==> src/rtl/score_display_ctrl.sv <==
// Score sequencer and display scheduler for the four-digit seven-segment path:
// BCD score/best registers, digit-serial catch adder and game-over blink/best sequence.
module score_display_ctrl #(
  parameter int BLINK_HALF  = 25_000_000,
  parameter int BLINK_COUNT = 3,
  parameter int BEST_HOLD   = 50_000_000
) (
  input  logic        clk,
  input  logic        rst,
  input  logic        get,
  input  logic        lose,
  input  logic [3:0]  bar_move_speed,
  output logic [15:0] score,
  output logic [15:0] best,
  output logic [15:0] disp_digits,
  output logic        disp_blank,
  output logic        busy,
  output logic        game_over,
  output logic        new_best
);

  typedef enum logic [2:0] {
    S_PLAY      = 3'd0,
    S_ADD       = 3'd1,
    S_CMP       = 3'd2,
    S_BLINK     = 3'd3,
    S_SHOW_BEST = 3'd4
  } state_e;

  localparam int TMAX = (BLINK_HALF > BEST_HOLD) ? BLINK_HALF : BEST_HOLD;
  localparam int TW   = $clog2(TMAX + 1);
  localparam int HW   = $clog2(2 * BLINK_COUNT + 1);
  localparam logic [TW-1:0] BLINK_LAST = TW'(BLINK_HALF - 1);
  localparam logic [HW-1:0] HALF_LAST  = HW'(2 * BLINK_COUNT - 1);
  localparam logic [TW-1:0] HOLD_LAST  = TW'(BEST_HOLD - 1);

  state_e        state_q;
  logic          get_q, lose_q;
  logic [15:0]   score_q, best_q, disp_q, work_q, addend_q;
  logic          blank_q, busy_q, game_over_q, new_best_q, nb_flag_q;
  logic          pend_q, carry_q;
  logic [3:0]    pend_spd_q;
  logic [1:0]    k_q;
  logic [TW-1:0] timer_q;
  logic [HW-1:0] half_q;

  logic          get_edge_d, lose_edge_d;
  logic [3:0]    add_spd_d;
  logic [4:0]    digit_d;
  logic [15:0]   work_d;

  // One BCD digit add; returns {carry_out, digit}. The 4-bit subtract wraps correctly for sums 10..19.
  function automatic logic [4:0] bcd_digit_add(input logic [3:0] a, input logic [3:0] b,
                                               input logic cin);
    logic [4:0] sum;
    sum = {1'b0, a} + {1'b0, b} + {4'd0, cin};
    if (sum > 5'd9) begin
      return {1'b1, sum[3:0] - 4'd10};
    end else begin
      return {1'b0, sum[3:0]};
    end
  endfunction

  function automatic logic [7:0] speed_to_bcd(input logic [3:0] spd);
    if (spd >= 4'd10) begin
      return {4'd1, spd - 4'd10};
    end else begin
      return {4'd0, spd};
    end
  endfunction

  // Edge detection and the current digit of the serial adder.
  always_comb begin
    get_edge_d  = get & ~get_q;
    lose_edge_d = lose & ~lose_q;
    add_spd_d   = pend_q ? pend_spd_q : bar_move_speed;
    digit_d     = bcd_digit_add(work_q[{k_q, 2'b00} +: 4], addend_q[{k_q, 2'b00} +: 4], carry_q);
    work_d      = work_q;
    work_d[{k_q, 2'b00} +: 4] = digit_d[3:0];
  end

  // Sequencer state, score registers and registered display outputs.
  always_ff @(posedge clk) begin
    if (rst) begin
      state_q     <= S_PLAY;
      get_q       <= 1'b1;
      lose_q      <= 1'b1;
      score_q     <= 16'h0000;
      best_q      <= 16'h0000;
      disp_q      <= 16'h0000;
      work_q      <= 16'h0000;
      addend_q    <= 16'h0000;
      blank_q     <= 1'b0;
      busy_q      <= 1'b0;
      game_over_q <= 1'b0;
      new_best_q  <= 1'b0;
      nb_flag_q   <= 1'b0;
      pend_q      <= 1'b0;
      pend_spd_q  <= 4'd0;
      carry_q     <= 1'b0;
      k_q         <= 2'd0;
      timer_q     <= '0;
      half_q      <= '0;
    end else begin
      get_q  <= get;
      lose_q <= lose;
      case (state_q)
        S_PLAY: begin
          if (lose_edge_d) begin
            state_q     <= S_CMP;
            pend_q      <= 1'b0;
            game_over_q <= 1'b1;
          end else if (pend_q || get_edge_d) begin
            // a queued catch takes precedence; a fresh edge in the same cycle is dropped
            state_q  <= S_ADD;
            work_q   <= score_q;
            addend_q <= {8'h00, speed_to_bcd(add_spd_d)};
            k_q      <= 2'd0;
            carry_q  <= 1'b0;
            busy_q   <= 1'b1;
            pend_q   <= 1'b0;
          end
        end
        S_ADD: begin
          if (lose_edge_d) begin
            state_q     <= S_CMP;
            busy_q      <= 1'b0;
            pend_q      <= 1'b0;
            game_over_q <= 1'b1;
          end else begin
            if (get_edge_d && !pend_q) begin
              pend_q     <= 1'b1;
              pend_spd_q <= bar_move_speed;
            end
            work_q  <= work_d;
            carry_q <= digit_d[4];
            k_q     <= k_q + 2'd1;
            if (k_q == 2'd3) begin
              state_q <= S_PLAY;
              busy_q  <= 1'b0;
              score_q <= digit_d[4] ? 16'h9999 : work_d;
              disp_q  <= digit_d[4] ? 16'h9999 : work_d;
            end
          end
        end
        S_CMP: begin
          if (score_q > best_q) begin
            best_q    <= score_q;
            nb_flag_q <= 1'b1;
          end
          state_q <= S_BLINK;
          timer_q <= '0;
          half_q  <= '0;
          blank_q <= 1'b1;
        end
        S_BLINK: begin
          if (timer_q == BLINK_LAST) begin
            timer_q <= '0;
            if (half_q == HALF_LAST) begin
              state_q    <= S_SHOW_BEST;
              blank_q    <= 1'b0;
              disp_q     <= best_q;
              new_best_q <= nb_flag_q;
            end else begin
              half_q  <= half_q + HW'(1);
              blank_q <= ~blank_q;
            end
          end else begin
            timer_q <= timer_q + TW'(1);
          end
        end
        S_SHOW_BEST: begin
          if (timer_q == HOLD_LAST) begin
            timer_q     <= '0;
            state_q     <= S_PLAY;
            score_q     <= 16'h0000;
            disp_q      <= 16'h0000;
            nb_flag_q   <= 1'b0;
            new_best_q  <= 1'b0;
            game_over_q <= 1'b0;
          end else begin
            timer_q <= timer_q + TW'(1);
          end
        end
        default: begin
          state_q <= S_PLAY;
        end
      endcase
    end
  end

  assign score       = score_q;
  assign best        = best_q;
  assign disp_digits = disp_q;
  assign disp_blank  = blank_q;
  assign busy        = busy_q;
  assign game_over   = game_over_q;
  assign new_best    = new_best_q;

endmodule

==> config.mk <==
export PLATFORM = sky130hd
export DESIGN_NAME = score_display_ctrl
export DESIGN_NICKNAME = d
export VERILOG_FILES = /design/src/rtl/score_display_ctrl.sv
export SDC_FILE = /design/constraint.sdc
export NUM_CORES = 1
export LEC_CHECK = 0
export CAP_MARGIN = 20
export CORE_MARGIN = 2
export CORE_UTILIZATION = 40
export DETAILED_ROUTE_END_ITERATION = 12
export MAX_ROUTING_LAYER = met4
export PLACE_DENSITY = 0.72
export SYNTH_ARGS = -nofsm -noshare
export SYNTH_HDL_FRONTEND = slang
export SYNTH_SLANG_ARGS = --single-unit
==> constraint.sdc <==
create_clock -name clk -period 3.4 [get_ports clk]
set_input_delay 0.68 -clock clk [delete_from_list [all_inputs] [get_ports clk]]
set_output_delay 0.68 -clock clk [all_outputs]
set_load 0.03 [all_outputs]
==> flow_metrics.env <==
export IMPL_synth_area_leaders="dfxtp_1 34%, ha_1 5.5%, nand2_1 5.3%"
export IMPL_syn_nets=853
export IMPL_wl_per_cell_um=18.5
export IMPL_reg2reg_depth=13
export IMPL_cts_hold_buf=0
export IMPL_pwr_density_cell_nw_per_um2=495
export IMPL_crit_path_end_kind="flip-flop"
export IMPL_fin_skew_ns=0.00905
export IMPL_vias=6607
export IMPL_initial_core_util_pct=40.8
export IMPL_synth_edff_count=0
export IMPL_cp_required_ns=3.72
export IMPL_synth_compound_gate_area_share_pct=24.6
export IMPL_ir_drop_mv=0.405
export IMPL_synth_seq_cells=116
export IMPL_dieArea_um2=18000
export IMPL_crit_fanout=10
export IMPL_drtIter0Drc=762
export IMPL_die_h_um=134
export IMPL_fin_crit_ns=3.26
export IMPL_ctsRootBufferMaster="clkbuf_16"
export IMPL_grt_max_degree=42
export IMPL_p_leak_nw=2.83
export IMPL_core_um2=16600
export IMPL_final_cell_mix="116 x dfxtp_1, 96 x nand2_1, 70 x nor2_1, 58 x clkdlybuf4s50_1, 50 x a21oi_1"
export IMPL_clockBufferDepth=2
export IMPL_hpwl_mm=14.3
export IMPL_grt_pass1_wl_mm=31.9
export IMPL_hold_path_end="addend_q[2]"
export IMPL_r2r_slack_ns=0.14
export IMPL_cts_tree="built"
export IMPL_worst_slack_ns=0.144
export IMPL_synth_area_mux_share_pct=5.21
export IMPL_drv_cap=0
export IMPL_r2r_end="score[10]"
export IMPL_dp_slack_ns=0.115
export IMPL_layout_nets=903
export IMPL_post_route_period_util_pct=95.8
export IMPL_min_path_type="flip-flop to flip-flop"
export IMPL_mostFrequentLayoutCell="dfxtp_1"
export IMPL_drv_slew=0
export IMPL_io_pins=60
export IMPL_yosysWarningCount=0
export IMPL_hold_viol_final=0
export IMPL_insertion_delay_ns=0.43
export IMPL_place_inst=1063
export IMPL_synthAdderAreaFrac_pct=6.14
export IMPL_synth_avg_cell_area_um2=8.32
export IMPL_synth_top_area_cell="dfxtp_1"
export IMPL_hold_depth=2
export IMPL_vias_per_cell=6.03
export IMPL_ys_seq_area_share_pct=34.3
export IMPL_rr_startpoint="k_q[0]"
export IMPL_synth_top_family_by_area="compound AO/OA/AOI/OAI gates"
export IMPL_slew_limit_headroom_pct=44.7
export IMPL_tightestPinTransition_ns=0.826
export IMPL_critical_path_class="flip-flop to flip-flop"
export IMPL_clock_sinks=116
export IMPL_setup_viol=0
export IMPL_clock_fmax_mhz=307
export IMPL_wl_mm=20.3
export IMPL_ys_types=79
export IMPL_final_cells=1096
export IMPL_fin_hold_ws_ns=0.447
export IMPL_synth_top_area_share_pct=34.3
export IMPL_grt_overflow_total=0
export IMPL_antenna_found_initial=0
export IMPL_antenna_cells=0
export IMPL_yosys_area_share_simple_pct=22.5
export IMPL_io_buffer_count=59
export IMPL_rows=47
export IMPL_clk_pin_slew_ns=0.05
export IMPL_hp_start="addend_q[2]"
export IMPL_htreeDepth=4
export IMPL_syn_cell_area_um2=6770
export IMPL_grtUsageTotal_pct=23.1
export IMPL_synthCells=813
export IMPL_final_area_um2=8230
export IMPL_worstSetupStartpointType="flip-flop"
export IMPL_place_area_um2=7560
export IMPL_drive_gt1_share_pct=11.8
export IMPL_critPathArrivalTime_ns=3.58
export IMPL_routabilityCongestion=1.02
export IMPL_detail_route_antenna_nets=0
export IMPL_synthXorXnorAreaFrac_pct=1.29
export IMPL_async_flop_share_pct=0
export IMPL_drtPass1Iterations=7
export IMPL_synth_flop_cell="dfxtp_1"
export IMPL_cts_buffers=17
export IMPL_grt_pass1_vias=5844
export IMPL_areaGrowthSynthToFinish_pct=21.7
export IMPL_status="complete, no violations"
export IMPL_drc=0
export IMPL_die_w_um=134
how the worst max path moves through the flow:
stage,startpoint,end,slack (ns),cells past startpoint
floorplan,k_q[0],score[10],0.03,14
global placement,k_q[0],score[10],0.23,11
detailed placement,k_q[0],score[6],0.11,12
CTS,k_q[0],score[6],0.08,11
global route,k_q[0],score[2],-0.02,13
finish,k_q[0],score[10],0.14,13
worst max-delay path: stages (launching register included):
cell	delay, ns
dfxtp_1	0.36
buf_4	0.20
mux2_2	0.35
nand2_1	0.08
fa_1	0.19
inv_1	0.06
fa_1	0.43
xor2_2	0.17
inv_1	0.13
ha_1	0.38
nand2_1	0.09
a21o_2	0.21
nand2_1	0.14
o41ai_1	0.35
stage by stage:
stage	setup TNS (ns)	power [mW]	util [%]
global placement	0	2.14	45.6
CTS	0	4.02	49.3
detailed placement	0	2.15	45.6
global route	-0.0368	4.21	49.6
floorplan	0	1.96	-
finish	0	4.07	49.6
layout make-up:
cell class	count	area, um2
fill	1554	8350
multi-input combinational	605	4120
sequential	116	2320
timing repair buffer	80	746
clock buffer	22	454
tap	220	275
inverter	43	161
clock inverter	10	155
synth_stat cells (6+ instances only):
cell type,number
dfxtp_1,116
nand2_1,96
nor2_1,70
a21oi_1,52
inv_1,43
o21ai_0,38
clkbuf_1,32
ha_1,30
mux2i_1,24
nor3_1,24
a22oi_1,22
a31oi_1,18
nand3_1,15
a211oi_1,14
nand4_1,12
buf_2,10
nor2b_1,10
a311oi_1,9
and3_1,9
or3_1,9
a211oi_2,8
a21o_1,8
a221oi_1,8
and2_1,8
xnor2_1,7
a22o_1,6
or4_1,6
registers in the layout, indices dropped and copies added, names as in the netlist:
name,flops
timer_q,26
state_q,3
addend_q,5
pend_spd_q,4
score,16
carry_q,1
work_q,16
disp_blank,1
lose_q,1
get_q,1
new_best,1
pend_q,1
nb_flag_q,1
disp_digits,16
half_q,3
busy,1
game_over,1
k_q,2
best,16
metal layers:
layer	track usage, %	vias to the layer above	routed length [um]	share of wire, %
met3	4.08	65	1860	9.2
met5	-	-	0	0
met4	10.1	0	752	3.7
met2	33.6	361	8720	43
met1	31.6	3083	8920	44
li1	-	3098	-	-
kinds of logic (layout without fill, tap and decap cells):
family          after synthesis  in the layout
xor+xnor                     10             10
flops                       116            116
compound gates              233            234
buf+inv                      93            155
fa+ha+maj                    32             32
simple gates                299            299
mux                          30             30
where the power goes:
group          internal [mW]  total [mW]  leakage [nW]  switching, mW
Clock                   1.24        1.88         0.294          0.641
Combinational          0.256       0.746          1.60          0.490
Sequential              1.41        1.45         0.938         0.0433
timing repair:
action | CTS | global route
setup endpoints to repair | 0 | 24
gates resized for setup | 0 | 10
buffers inserted | 0 | 0
Note: power is estimated with default switching activity, not from simulation.
